--- config.mk ---
export PLATFORM = sky130hd
export DESIGN_NAME = des_panel_ctrl
export DESIGN_NICKNAME = d
export VERILOG_FILES = /design/src/rtl/des_pkg.sv /design/src/rtl/des_btn_debounce.sv /design/src/rtl/des_panel_ctrl.sv
export SDC_FILE = /design/constraint.sdc
export NUM_CORES = 1
export LEC_CHECK = 0
export BUFFER_PORTS_ARGS = -buffer_cell sky130_fd_sc_hd__buf_4
export CELL_PAD_IN_SITES_DETAIL_PLACEMENT = 0
export CELL_PAD_IN_SITES_GLOBAL_PLACEMENT = 2
export CORE_ASPECT_RATIO = 1.1
export CORE_MARGIN = 2
export CORE_UTILIZATION = 35
export DETAILED_ROUTE_END_ITERATION = 16
export PLACE_DENSITY_LB_ADDON = 0.1
export SYNTH_ARGS = -nofsm -noshare
export SYNTH_HDL_FRONTEND = slang
export SYNTH_SLANG_ARGS = --single-unit
export TNS_END_PERCENT = 5
--- constraint.sdc ---
create_clock -name clk -period 6.71 [get_ports clk]
set_clock_uncertainty 0.2 [all_clocks]
set_input_delay 1.6775 -clock clk [delete_from_list [all_inputs] [get_ports clk]]
set_output_delay 1.6775 -clock clk [all_outputs]
set_load 0.01 [all_outputs]
--- src/rtl/des_pkg.sv ---
// Shared types and constants for the DE2 panel controller and its debouncers.
// Chunk helper writes one 16-bit slice of a 64-bit block register.
package des_pkg;

    localparam int unsigned DES_BLOCK_W = 64;
    localparam int unsigned DES_CHUNK_W = 16;

    typedef enum logic [1:0] {
        IDLE,
        ISSUE,
        WAIT
    } des_state_e;

    typedef enum logic [1:0] {
        CHUNK_15_0  = 2'd0,
        CHUNK_31_16 = 2'd1,
        CHUNK_47_32 = 2'd2,
        CHUNK_63_48 = 2'd3
    } des_chunk_e;

    function automatic logic [DES_BLOCK_W-1:0] put_chunk(
        input logic [DES_BLOCK_W-1:0] blk,
        input logic [1:0]             sel,
        input logic [DES_CHUNK_W-1:0] word
    );
        logic [DES_BLOCK_W-1:0] r;
        r = blk;
        case (des_chunk_e'(sel))
            CHUNK_15_0:  r[15:0]  = word;
            CHUNK_31_16: r[31:16] = word;
            CHUNK_47_32: r[47:32] = word;
            CHUNK_63_48: r[63:48] = word;
            default:     r = blk;
        endcase
        return r;
    endfunction

endpackage

--- src/rtl/des_btn_debounce.sv ---
// Active-low pushbutton conditioner: 2-flop synchroniser, stability counter,
// and a single-cycle pulse on the accepted press (1->0) transition.
module des_btn_debounce #(
    parameter int unsigned DEBOUNCE_CYCLES = 250000
) (
    input  logic clk,
    input  logic rst_n,
    input  logic btn_n,
    output logic press
);

    localparam int unsigned CW = (DEBOUNCE_CYCLES > 1) ? $clog2(DEBOUNCE_CYCLES + 1) : 1;

    logic [1:0]    sync;
    logic          level;
    logic [CW-1:0] cnt;
    logic          flip;

    // flip marks the DEBOUNCE_CYCLES-th consecutive sample that disagrees with level
    assign flip = (sync[1] != level) && (cnt == CW'(DEBOUNCE_CYCLES - 1));

    always_ff @(posedge clk or negedge rst_n) begin
        if (!rst_n) begin
            sync  <= '1;
            level <= 1'b1;
            cnt   <= '0;
            press <= 1'b0;
        end else begin
            sync  <= {sync[0], btn_n};
            press <= flip && level;
            if (sync[1] == level) begin
                cnt <= '0;
            end else if (flip) begin
                level <= sync[1];
                cnt   <= '0;
            end else begin
                cnt <= cnt + 1'b1;
            end
        end
    end

endmodule

--- src/rtl/des_panel_ctrl.sv ---
// Panel sequencer: debounced KEY buttons load data/key chunks from SW and
// issue encrypt/decrypt commands to the DES core, latching its result.
module des_panel_ctrl
    import des_pkg::*;
#(
    parameter int unsigned DEBOUNCE_CYCLES = 250000,
    parameter int unsigned TIMEOUT_CYCLES  = 64,
    parameter logic [63:0] DEFAULT_DATA    = 64'h0123456789ABCDEF,
    parameter logic [63:0] DEFAULT_KEY     = 64'h133457799BBCDFF1
) (
    input  logic                   clk,
    input  logic                   rst_n,
    input  logic                   btn_enc_n,
    input  logic                   btn_dec_n,
    input  logic                   btn_load_n,
    input  logic [1:0]             sw_sel,
    input  logic                   sw_tgt,
    input  logic [DES_CHUNK_W-1:0] sw_word,
    output logic                   des_start,
    output logic                   des_decrypt,
    output logic [DES_BLOCK_W-1:0] des_data,
    output logic [DES_BLOCK_W-1:0] des_key,
    input  logic                   des_done,
    input  logic [DES_BLOCK_W-1:0] des_result,
    output logic [DES_BLOCK_W-1:0] result_q,
    output logic                   ready,
    output logic                   enc_active,
    output logic                   dec_active,
    output logic                   err_timeout
);

    localparam int unsigned TW = (TIMEOUT_CYCLES > 1) ? $clog2(TIMEOUT_CYCLES) : 1;

    des_state_e    state, state_d;
    logic [TW-1:0] timer;
    logic          enc_ev, dec_ev, load_ev;
    logic          acc_enc, acc_dec, acc_load, complete, timed_out;

    des_btn_debounce #(.DEBOUNCE_CYCLES(DEBOUNCE_CYCLES)) u_db_enc (
        .clk(clk), .rst_n(rst_n), .btn_n(btn_enc_n), .press(enc_ev)
    );
    des_btn_debounce #(.DEBOUNCE_CYCLES(DEBOUNCE_CYCLES)) u_db_dec (
        .clk(clk), .rst_n(rst_n), .btn_n(btn_dec_n), .press(dec_ev)
    );
    des_btn_debounce #(.DEBOUNCE_CYCLES(DEBOUNCE_CYCLES)) u_db_load (
        .clk(clk), .rst_n(rst_n), .btn_n(btn_load_n), .press(load_ev)
    );

    always_ff @(posedge clk or negedge rst_n) begin
        if (!rst_n) begin
            state <= IDLE;
        end else begin
            state <= state_d;
        end
    end

    always_comb begin
        state_d   = state;
        des_start = 1'b0;
        ready     = 1'b0;
        acc_enc   = 1'b0;
        acc_dec   = 1'b0;
        acc_load  = 1'b0;
        complete  = 1'b0;
        timed_out = 1'b0;
        case (state)
            IDLE: begin
                ready = 1'b1;
                // enc > dec > load; losers in the same cycle are dropped
                if (enc_ev) begin
                    acc_enc = 1'b1;
                    state_d = ISSUE;
                end else if (dec_ev) begin
                    acc_dec = 1'b1;
                    state_d = ISSUE;
                end else if (load_ev) begin
                    acc_load = 1'b1;
                end
            end
            ISSUE: begin
                des_start = 1'b1;
                if (des_done) begin
                    complete = 1'b1;
                    state_d  = IDLE;
                end else begin
                    state_d = WAIT;
                end
            end
            WAIT: begin
                if (des_done) begin
                    complete = 1'b1;
                    state_d  = IDLE;
                end else if (timer == TW'(TIMEOUT_CYCLES - 1)) begin
                    timed_out = 1'b1;
                    state_d   = IDLE;
                end
            end
            default: state_d = IDLE;
        endcase
    end

    always_ff @(posedge clk or negedge rst_n) begin
        if (!rst_n) begin
            timer       <= '0;
            des_decrypt <= 1'b0;
            enc_active  <= 1'b0;
            dec_active  <= 1'b0;
            err_timeout <= 1'b0;
            result_q    <= '0;
            des_data    <= DEFAULT_DATA;
            des_key     <= DEFAULT_KEY;
        end else begin
            timer <= (state == WAIT) ? timer + 1'b1 : '0;
            if (acc_enc || acc_dec) begin
                des_decrypt <= acc_dec;
                enc_active  <= acc_enc;
                dec_active  <= acc_dec;
                err_timeout <= 1'b0;
            end
            if (complete) begin
                result_q   <= des_result;
                enc_active <= 1'b0;
                dec_active <= 1'b0;
            end
            if (timed_out) begin
                err_timeout <= 1'b1;
                enc_active  <= 1'b0;
                dec_active  <= 1'b0;
            end
            if (acc_load) begin
                if (sw_tgt) begin
                    des_key <= put_chunk(des_key, sw_sel, sw_word);
                end else begin
                    des_data <= put_chunk(des_data, sw_sel, sw_word);
                end
            end
        end
    end

endmodule

==> results by group, run 1 <==
Yosys
  • Synth unique cells: 48
  • Syn Nets: 859
  • Post-synth EDFFs: 0
  • Register area share after synthesis: approximately three fifths
  • Mapped Area: 11200 µm²
  • #FFs+latches synth: 270
  • Area leader, netlist: dfrtp_1
  • Largest cells by area after synthesis: dfrtp_1, dfstp_2, mux2_2, mux2_4, xnor2_1
  • Post-Syn Area per Cell: between 10 and 15 µm²
  • Post-synth top cells: dfrtp_1, mux2_2, dfstp_2
  • Top cell type's share of synthesized area: 42.6%
  • Ys Warns: 0
  • Synth Instances: 762
  • Asr flop ratio synth: between 90% and 100%
  • Top-count cell post-synth: dfrtp_1
  • Most common flop cell mapped by yosys: dfrtp_1

CTS
  • Clk slew on worst S/H paths: about 0.06 ns
  • Post-CTS setup buffers: 0
  • Hold_buf cts: 0
  • CTS tree: done
  • H-tree levels: 1
  • Total CTS buffers: 31
  • Clock Latency Late Sink: 0.55 ns
  • Worst-case clock buffer depth: 3
  • TritonCTS Sinks: 270
  • Number of instances resized during post-cts repair: 0
  • Root buf cell: clkbuf_16

Critical path
  • WS Path Type: reg -> out
  • Slowest CP cell: dfrtp_1
  • Worst setup EP type: output pin
  • Reg2Reg Depth: 6
  • Crit path launch type: register
  • CP Max Fanout: 9
  • Crit-path max cell delay: 0.40 ns
  • Worst path required time: roughly 4.8 ns
  • Worst-path cell chain: inv_1, ha_1, buf_4
  • Arrival time worst endpoint: 1.61 ns

Timing
  • Fin crit share: 52.0%
  • Slew Limit Fails: 0
  • Fin crit period: 3.49 ns
  • RSZ-0062 raised after global routing: false
  • F_max: 286 MHz
  • Worst-Margin Slew: 1.06 ns
  • Smallest setup slack after layout: 3.22 ns
  • Setup violators final: 0
  • Sum Neg Setup Slack: 0 ns
  • Final Hold Fails: 0
  • WHS: 0.155 ns
  • Slew margin rel.: 28.9%

Finish
  • Share of layout cells above drive strength 1: 58.7%
  • Final non-filler cell total: 1509
  • Net count, final: 1160
  • Fillcell total: 2953
  • Area of the multi-input gates: 4200 µm²
  • Reg area: 6860 µm²
  • Post-route cell area: 14900 µm²
  • Syn-to-layout area delta: 32.3%

GRT
  • Largest net degree at the start of global routing: 124
  • Global-route wire length before repair: 42900 µm
  • Total Routing Usage GR: about 16%
  • GRT Residual Overflow: 0
  • Initial antenna violation count: 2
  • Vias in the first global route: 7165

Placed design
  • Dpl cells: 1450
  • Hpwl dp: 19300 µm
  • # port buffers: 286
  • GP Congestion: 0.723
  • Setup slack after placement: 3.05 ns
  • Placed inst area: 13800 µm²

Detailed routing
  • Routed via count: just over 7000
  • TritonRoute pass-1 iters: 4
  • Total wire length: 28000 µm
  • Avg WL per Cell: 18.5 µm
  • Vias per std cell: approximately 4.7
  • # DRC: 0
  • 1st-iter DRT viols: 240
  • Antenna-violating nets left: 0

Status
  • Status: completed

Flow run
  • Max Cap Violations: 0

Die
  • Initial core utilization: 35.7%
  • Die ar.: 33500 µm²
  • Die Span Y: 192 µm
  • # IOs: 287
  • Width of the die: 175 µm
  • Row count: just under 70
  • Core region area: around 31000 µm²

Worst hold path
  • Worst min-delay path class: reg -> reg
  • Hold Crit Depth: 0

Pwr
  • VDD IR max: roughly 0.19 mV
  • Pleak: approximately 7.4 nW
  • PD cells: 232 nW/µm²
report_power, final:
| part | switching, W | internal (W) |
|---|---|---|
| Sequential | 0.00000599 | 0.00164 |
| Clock | 0.000666 | 0.00103 |
| Combinational | 0.0000615 | 0.0000432 |
| Total | 0.000734 | 0.00271 |
logic make-up (layout without fill, tap and decap cells):
kind of cell / count (synthesis) / count (layout) / share of synthesized area [%]
AO/OA/AOI/OAI: 24 / 24 / 1.61
XOR/XNOR: 48 / 48 / 3.75
adder cells (fa/ha/maj): 8 / 8 / 0.892
buffers and inverters: 33 / 359 / 1.75
flip-flops: 270 / 270 / 61.1
multiplexers: 197 / 197 / 21.1
other: 0 / 1 / 0
AND/OR/NAND/NOR: 182 / 182 / 9.80
sequential cells by signal, indices dropped and copies added (netlist names):
signal and flops:
des_data 64, des_key 64, result_q 64, u_db_dec.cnt 18, u_db_enc.cnt 18, u_db_load.cnt 18
timer 6, state 2, u_db_dec.sync 2, u_db_enc.sync 2, u_db_load.sync 2, dec_active 1
des_decrypt 1, enc_active 1, err_timeout 1, u_db_dec.level 1, u_db_dec.press 1, u_db_enc.level 1
u_db_enc.press 1, u_db_load.level 1, u_db_load.press 1
final cells by class:
type,instances,share of cell area [%]
repair buffers,292,14.8
clock inverters,15,1.06
well taps,420,3.54
inverters,9,0.227
flip-flops and latches,270,46.2
diodes,1,0.0168
clock buffers,43,5.93
multi-input cells,459,28.3
per-layer routing:
layer	share of wire, %	global-route usage (%)	up-vias
met3	6.5	4.14	34
met2	47	26.1	195
met1	45	22.4	3567
li1	-	-	3315
met4	1.7	3.62	2
met5	0.057	0	-
worst max-delay path: cells and delay by family, from the launching register on:
family | cells | cell delay, ns
adder cells (fa/ha/maj) | 1 | 0.36
buffers and inverters | 2 | 0.30
flip-flops | 1 | 0.40
placed cells by master, fill, tap and decap left out, drive strengths merged, types with 5 or more instances in the layout:
cell type / instances
xnor2: 28
or4: 8
dfrtp: 191
nor3b: 6
a21oi: 10
nand3b: 6
nor3: 10
xor2: 20
ha: 8
nor4: 14
nand3: 24
and2: 5
inv: 10
o21ai: 5
nor2: 52
clkbuf: 43
mux2: 196
clkinv: 11
dfstp: 79
and3: 5
buf: 292
nand2: 22
nand4: 16
final timing paths:
check                                 startpoint                to  slack (ns)
worst min-delay path            u_db_dec.sync[0]  u_db_dec.sync[1]        0.15
worst min register to register  u_db_dec.sync[0]  u_db_dec.sync[1]        0.15
worst max register to register          state[0]      des_data[60]        3.67
max in group asynchronous                  rst_n      result_q[32]        3.99
min in group asynchronous                  rst_n       des_key[22]        1.01
worst max-delay path                    state[0]             ready        3.22
stage by stage:
stage          utilization (%)  total power, W
5_1_grt                   47.2         0.00359
4_1_cts                   47.2         0.00351
3_3_place_gp              43.9         0.00178
3_5_place_dp              43.9         0.00178
2_1_floorplan                -         0.00169
6_report                  47.2         0.00344
Power figures use the tool's default switching activity.
==> run 2, diff against run 1 <==
==> constraint.sdc (replaced) <==
create_clock -name clk -period 3.5 [get_ports clk]
set_clock_uncertainty 0.2 [all_clocks]
set_input_delay 0.875 -clock clk [delete_from_list [all_inputs] [get_ports clk]]
set_output_delay 0.875 -clock clk [all_outputs]
set_load 0.01 [all_outputs]
==> run 2 against run 1 <==
Effect of this change: register-to-register slack worse by 2.9 ns; setup slack worse by 2.5 ns; critical path depth up 3.
==> results by group, run 2 (synthesized netlist as in run 1, its figures left out) <==
Finish
  • Post-route cell area: 14900 µm² (about the same)
  • Final non-filler cell total: 1515 (was 1509)
  • Syn-to-layout area delta: 33.1% (was 32.3%)
  • Most frequent cells in the layout: buf_4, dfrtp_1, mux2_2, dfstp_2, nor2_1 (unchanged)
  • Biggest regs: des_data (64), des_key (64), result_q (64) (unchanged)
  • Share of layout cells above drive strength 1: 58.6% (was 58.7%)
  • Net count, final: 1167 (was 1160)
  • Most common cell after layout, fill and taps aside: buf_4 (unchanged)

Timing
  • RSZ-0062 raised after global routing: false (unchanged)
  • Smallest setup slack after layout: 0.741 ns (was 3.22 ns)
  • Sum Neg Setup Slack: 0 ns (unchanged)
  • Setup violators final: 0 (unchanged)
  • Slew Limit Fails: 0 (unchanged)
  • Slew margin rel.: 47.5% (was 28.9%)
  • Worst-Margin Slew: 0.779 ns (was 1.06 ns)
  • F_max: 362 MHz
  • Final Hold Fails: 0 (unchanged)
  • Fin crit period: 2.76 ns
  • Fin crit share: 78.8%

Placed design
  • Dpl cells: 1457 (was 1450)
  • Hpwl dp: 20000 µm (was 19300 µm)
  • GP Congestion: 0.731 (was 0.723)
  • # port buffers: 286 (unchanged)
  • Placed inst area: 13900 µm² (was 13800 µm²)
  • Setup slack after placement: 0.757 ns (was 3.05 ns)

Critical path
  • Crit-path max cell delay: 0.45 ns (was 0.40 ns)
  • CP Max Fanout: 16 (was 9)
  • Reg2Reg Depth: 6 (unchanged)
  • Worst path required time: 3.72 ns (was 4.83 ns)
  • Crit path launch type: register (unchanged)
  • Arrival time worst endpoint: 2.98 ns (was 1.61 ns)
  • Worst-path cell chain: inv_1, ha_1, nor3b_4, and3_1, nand3b_4, mux2_4 (was inv_1, ha_1, buf_4)
  • Worst setup EP type: register (was output pin)
  • Slowest CP cell: and3_1 (was dfrtp_1)
  • WS Path Type: reg -> reg (was reg -> out)

CTS
  • Clk slew on worst S/H paths: 0.06 ns (about the same)
  • Hold_buf cts: 0 (unchanged)
  • Worst-case clock buffer depth: 3 (unchanged)
  • Total CTS buffers: 31 (unchanged)
  • Root buf cell: clkbuf_16 (unchanged)
  • CTS tree: done (unchanged)
  • Clock Latency Late Sink: 0.54 ns (was 0.55 ns)
  • Number of instances resized during post-cts repair: 0 (unchanged)
  • TritonCTS Sinks: 270 (unchanged)
  • H-tree levels: 1 (unchanged)
  • Post-CTS setup buffers: 0 (unchanged)

Pwr
  • Combinational share of power: 3.2% (was 3.0%)
  • Internal power: 0.00519 W (was 0.00271 W)
  • NetSw: 0.00137 W (was 0.000734 W)
  • PD cells: 439 nW/µm² (was 232 nW/µm²)
  • Sw Ratio: 20.9% (was 21.3%)
  • Clock share of power: 48.8% (was 49.2%)
  • Flop pwr share: 48.0% (was 47.8%)
  • Pleak: 7.40 nW (was 7.39 nW)
  • VDD IR max: 0.362 mV (was 0.191 mV)

Die
  • Die ar.: 33500 µm² (unchanged)
  • Die Span Y: 192 µm (unchanged)
  • # IOs: 287 (unchanged)
  • Core region area: 31500 µm² (unchanged)
  • Row count: 68 (unchanged)
  • Width of the die: 175 µm (unchanged)
  • Initial core utilization: 35.7% (unchanged)

GRT
  • Global-route wire length before repair: 44200 µm (was 42900 µm)
  • Vias in the first global route: 7292 (was 7165)
  • GRT Max-Usage Layer: met2 (unchanged)
  • GRT Residual Overflow: 0 (unchanged)
  • Met1 Track Usage GR: 22.9% (was 22.4%)
  • Initial antenna violation count: 2 (unchanged)
  • Met3 GRT Util: 4.04% (was 4.14%)
  • Total Routing Usage GR: 16.7% (was 16.3%)
  • Largest net degree at the start of global routing: 66 (was 124)
  • M2 GR Usage: 26.6% (was 26.1%)

Detailed routing
  • Routed via count: 7144 (was 7113)
  • TritonRoute pass-1 iters: 4 (unchanged)
  • # DRC: 0 (unchanged)
  • 1st-iter DRT viols: 334 (was 240)
  • Antenna-violating nets left: 0 (unchanged)
  • Avg WL per Cell: 18.6 µm (was 18.5 µm)
  • Total wire length: 28200 µm (was 28000 µm)
  • Vias per std cell: 4.72 (was 4.71)

Flow run
  • Max Cap Violations: 0 (unchanged)

Worst hold path
  • Worst min-delay path class: in -> async (was reg -> reg)

Status
  • Status: completed (unchanged)
## run 2: final cells by class
type                            instances  area, µm²
Fill cell                            2870      16500
Sequential cell                       270       6860
Multi-Input combinational cell        459       4170
Timing Repair Buffer                  299       2330
Clock buffer                           50        937
Tap cell                              420        526
Clock inverter                          7       87.6
Inverter                                9       33.8
Antenna cell                            1       2.50
## run 2: path summary, 6_finish.rpt
kind                                    endpoint        startpoint  slack [ns]
worst min-delay path                des_data[22]             rst_n        0.06
max in group asynchronous            des_key[35]             rst_n        2.23
min in group clk                u_db_dec.sync[1]  u_db_dec.sync[0]        0.15
worst max-delay path                 des_key[22]          state[0]        0.74
worst max register to register       des_key[22]          state[0]        0.74
worst min register to register  u_db_dec.sync[1]  u_db_dec.sync[0]        0.15
## run 2: per-stage QoR
stage	utilization, %	power [W]	hold WS, ns
4_1_cts	47.5	0.00669	0.0584
3_3_place_gp	44.2	0.00342	0.146
6_report	47.5	0.00656	0.0582
3_5_place_dp	44.2	0.00342	0.147
2_1_floorplan	-	0.00324	0.145
5_1_grt	47.5	0.00684	0.0680
## run 2: worst max-delay path, delay by kind of cell (launching register included)
family	cells	cell delay, ns
DFF	1	0.40
muxes	1	0.40
and+or+nand+nor	3	1.18
buffers and inverters	1	0.11
adders and majority gates	1	0.33
## run 2: power groups by stage
stage          clock (W)  sequential [W]  combinational [W]
6_report         0.00320         0.00315           0.000210
5_1_grt          0.00345         0.00315           0.000238
4_1_cts          0.00332         0.00315           0.000218
3_5_place_dp           0         0.00321           0.000218
3_3_place_gp           0         0.00321           0.000218
2_1_floorplan          0         0.00320          0.0000357
## run 2: metal layers
layer / share of wire, % / wire length [µm]
met1: 45 / 12700
met2: 46 / 13100
met4: 1.9 / 536
met3: 6.4 / 1820
met5: 0.057 / 16
==> run 3, diff against run 2 <==
--- a/config.mk
+++ b/config.mk
@@ -10,7 +10,7 @@
 export CELL_PAD_IN_SITES_GLOBAL_PLACEMENT = 2
 export CORE_ASPECT_RATIO = 1.1
 export CORE_MARGIN = 2
-export CORE_UTILIZATION = 35
+export CORE_UTILIZATION = 33
 export DETAILED_ROUTE_END_ITERATION = 16
 export PLACE_DENSITY_LB_ADDON = 0.1
 export SYNTH_ARGS = -nofsm -noshare
==> constraint.sdc (replaced) <==
create_clock -name clk -period 2.5 [get_ports clk]
set_clock_uncertainty 0.2 [all_clocks]
set_input_delay 0.625 -clock clk [delete_from_list [all_inputs] [get_ports clk]]
set_output_delay 0.625 -clock clk [all_outputs]
set_load 0.01 [all_outputs]
==> run 3 against run 2 <==
Effect of this change: highest routed layer is now met4; worst hold slack better by 0.043 ns; global-route usage is 0.62 points lower; core utilization is 1.9 points lower; routed wire length is 2.4% higher; critical path type unchanged; via count is 0.81% higher; combinational power is 49% higher.
==> results by group, run 3 (synthesized netlist as in run 1, its figures left out) <==
Status
  • Status: completed (unchanged)

Critical path
  • Flop2flop setup slack: 0.05 ns (was 0.74 ns)
  • Worst path required time: 2.72 ns (was 3.72 ns)
  • Slowest CP cell: dfrtp_1 (was and3_1)
  • Reg2Reg Depth: 7 (was 6)
  • WS Path Type: reg -> reg (unchanged)
  • Reg-to-reg endpoint: des_key[22] (unchanged)
  • Worst R2R Start: state[0] (unchanged)
  • Crit path launch type: register (unchanged)
  • CP Max Fanout: 16 (unchanged)
  • Setup crit end: des_key[22] (unchanged)
  • Arrival time worst endpoint: 2.67 ns (was 2.98 ns)
  • Worst setup EP type: register (unchanged)
  • Crit-path max cell delay: 0.40 ns (was 0.45 ns)
  • Setup crit start: state[0] (unchanged)
  • Worst-path cell chain: inv_1, ha_1, nor3b_4, and3_1, buf_4, nand3b_4, mux2_4 (was inv_1, ha_1, nor3b_4, and3_1, nand3b_4, mux2_4)

CTS
  • Clock Latency Late Sink: 0.55 ns (was 0.54 ns)
  • Root buf cell: clkbuf_16 (unchanged)
  • Clk slew on worst S/H paths: 0.06 ns (about the same)
  • TritonCTS Sinks: 270 (unchanged)
  • Worst-case clock buffer depth: 3 (unchanged)
  • CTS tree: done (unchanged)
  • H-tree levels: 1 (unchanged)
  • Total CTS buffers: 31 (unchanged)

Detailed routing
  • Total wire length: 28900 µm (was 28200 µm)
  • Routed via count: 7202 (was 7144)
  • Avg WL per Cell: 18.7 µm (was 18.6 µm)
  • Antenna-violating nets left: 0 (unchanged)
  • 1st-iter DRT viols: 285 (was 334)
  • TritonRoute pass-1 iters: 4 (unchanged)
  • Vias per std cell: 4.66 (was 4.72)
  • # DRC: 0 (unchanged)

Die
  • Core region area: 33400 µm² (was 31500 µm²)
  • # IOs: 287 (unchanged)
  • Die ar.: 35500 µm² (was 33500 µm²)
  • Initial core utilization: 33.6% (was 35.7%)
  • Die Span Y: 197 µm (was 192 µm)
  • Row count: 70 (was 68)
  • Width of the die: 180 µm (was 175 µm)

Finish
  • Syn-to-layout area delta: 35.4% (was 33.1%)
  • Net count, final: 1186 (was 1167)
  • Share of layout cells above drive strength 1: 59.4% (was 58.6%)
  • Finished Core Util: 45.5% (was 47.5%)
  • Diodes inserted: 0 (was 1)
  • Most common cell after layout, fill and taps aside: buf_4 (unchanged)
  • Fillcell total: 3033 (was 2870)
  • Most frequent cells in the layout: buf_4, dfrtp_1, mux2_2, dfstp_2, nor2_1 (unchanged)
  • Biggest regs: des_data (64), des_key (64), result_q (64) (unchanged)

Timing
  • Final Hold Fails: 0 (unchanged)
  • Slew margin rel.: 66.9% (was 47.5%)
  • Fin crit period: 2.45 ns (was 2.76 ns)
  • WHS: 0.101 ns (was 0.0582 ns)
  • Fin crit share: 98.0% (was 78.8%)
  • F_max: 408 MHz (was 362 MHz)
  • Slew Limit Fails: 0 (unchanged)
  • Worst-Margin Slew: 0.496 ns (was 0.779 ns)
  • Setup violators final: 0 (unchanged)
  • RSZ-0062 raised after global routing: true (was false)

GRT
  • Largest net degree at the start of global routing: 58 (was 66)
  • Global-route wire length before repair: 44900 µm (was 44200 µm)
  • Initial antenna violation count: 0 (was 2)
  • Total Routing Usage GR: 16.0% (was 16.7%)
  • GRT Residual Overflow: 0 (unchanged)
  • Vias in the first global route: 7452 (was 7292)

Flow run
  • Max Cap Violations: 0 (unchanged)

Placed design
  • GP Congestion: 0.750 (was 0.731)
  • # port buffers: 286 (unchanged)
  • Hpwl dp: 20800 µm (was 20000 µm)

Pwr
  • PD cells: 620 nW/µm² (was 439 nW/µm²)
  • VDD IR max: 0.504 mV (was 0.362 mV)
  • Pleak: 7.54 nW (was 7.40 nW)

Worst hold path
  • Hold path startpoint: des_result[57]
  • Worst min-delay path class: in -> reg (was in -> async)
[run 3: cell types whose count changed in the layout (fill, tap and decap cells not counted)]
cell           before  now
buf_4             292  304
clkbuf_1           10    5
clkinv_2            4    8
dlygate4sd3_1       0    4
buf_12              6    9
bufinv_16           2    4
clkbuf_8            9    8
clkinv_4            0    1
clkinvlp_4          1    0
diode_2             1    0
mux2_2            155  154
mux2_4             41   42
[run 3: area by class of cell]
| type | instances | area (µm²) | area share [%] |
|---|---|---|---|
| Timing Repair Buffer | 318 | 2520 | 16.6 |
| Tap cell | 432 | 541 | 3.56 |
| Clock inverter | 13 | 169 | 1.11 |
| Clock buffer | 44 | 905 | 5.95 |
| Sequential cell | 270 | 6860 | 45.1 |
| Inverter | 9 | 33.8 | 0.222 |
| Multi-Input combinational cell | 459 | 4180 | 27.5 |
[run 3: metrics by stage]
step                TNS, ns  power [W]  worst slack, ns  instances  cell area (µm²)
finish                    0    0.00942           0.0498       1545            15200
global route         -0.968    0.00982          -0.0805       1545            15200
CTS                       0    0.00960          0.00298       1543            15200
detailed placement        0    0.00481           0.0208       1482            14100
global placement          0    0.00481           0.0947       1482            14100
floorplan                 0    0.00453           0.0785        762            11200
[run 3: critical path: cells and delay by family, from the launching register on]
family	cells	cell delay, ns
buffers and inverters	2	0.29
flip-flops	1	0.40
AND/OR/NAND/NOR	3	0.85
adder cells (fa/ha/maj)	1	0.18
multiplexers	1	0.39
[run 3: what timing repair did]
action / 4_1_cts / 5_1_grt
endpoints found under the setup margin: 0 / 43
setup buffers: 0 / 2
resized for setup: 0 / 1
hold endpoints to repair: 28 / 0
hold buffers: 4 / 0
[run 3: report_power, final]
part / leakage (nW) / internal (W) / switching, W
logic: 3.54 / 0.000137 / 0.000175
registers: 3.46 / 0.00440 / 0.0000161
clock network: 0.537 / 0.00291 / 0.00178
[run 3: how the worst min path moves through the flow]
stage	to	slack, ns	depth (start not counted)
2_1_floorplan	dec_active	0.13	0
3_3_place_gp	u_db_dec.sync[1]	0.15	0
3_5_place_dp	u_db_load.sync[1]	0.15	0
4_1_cts	result_q[57]	0.07	2
5_1_grt	result_q[58]	0.08	2
6_report	result_q[57]	0.10	2
[run 3: metal layers]
layer  global-route usage, %  vias up  share of wire [%]
met4                    3.58        0                1.6
met3                    3.23       37                5.5
li1                        -     3359                  -
met2                    27.1      182                 49
met1                    21.3     3624                 44
met5                       0        -                  0
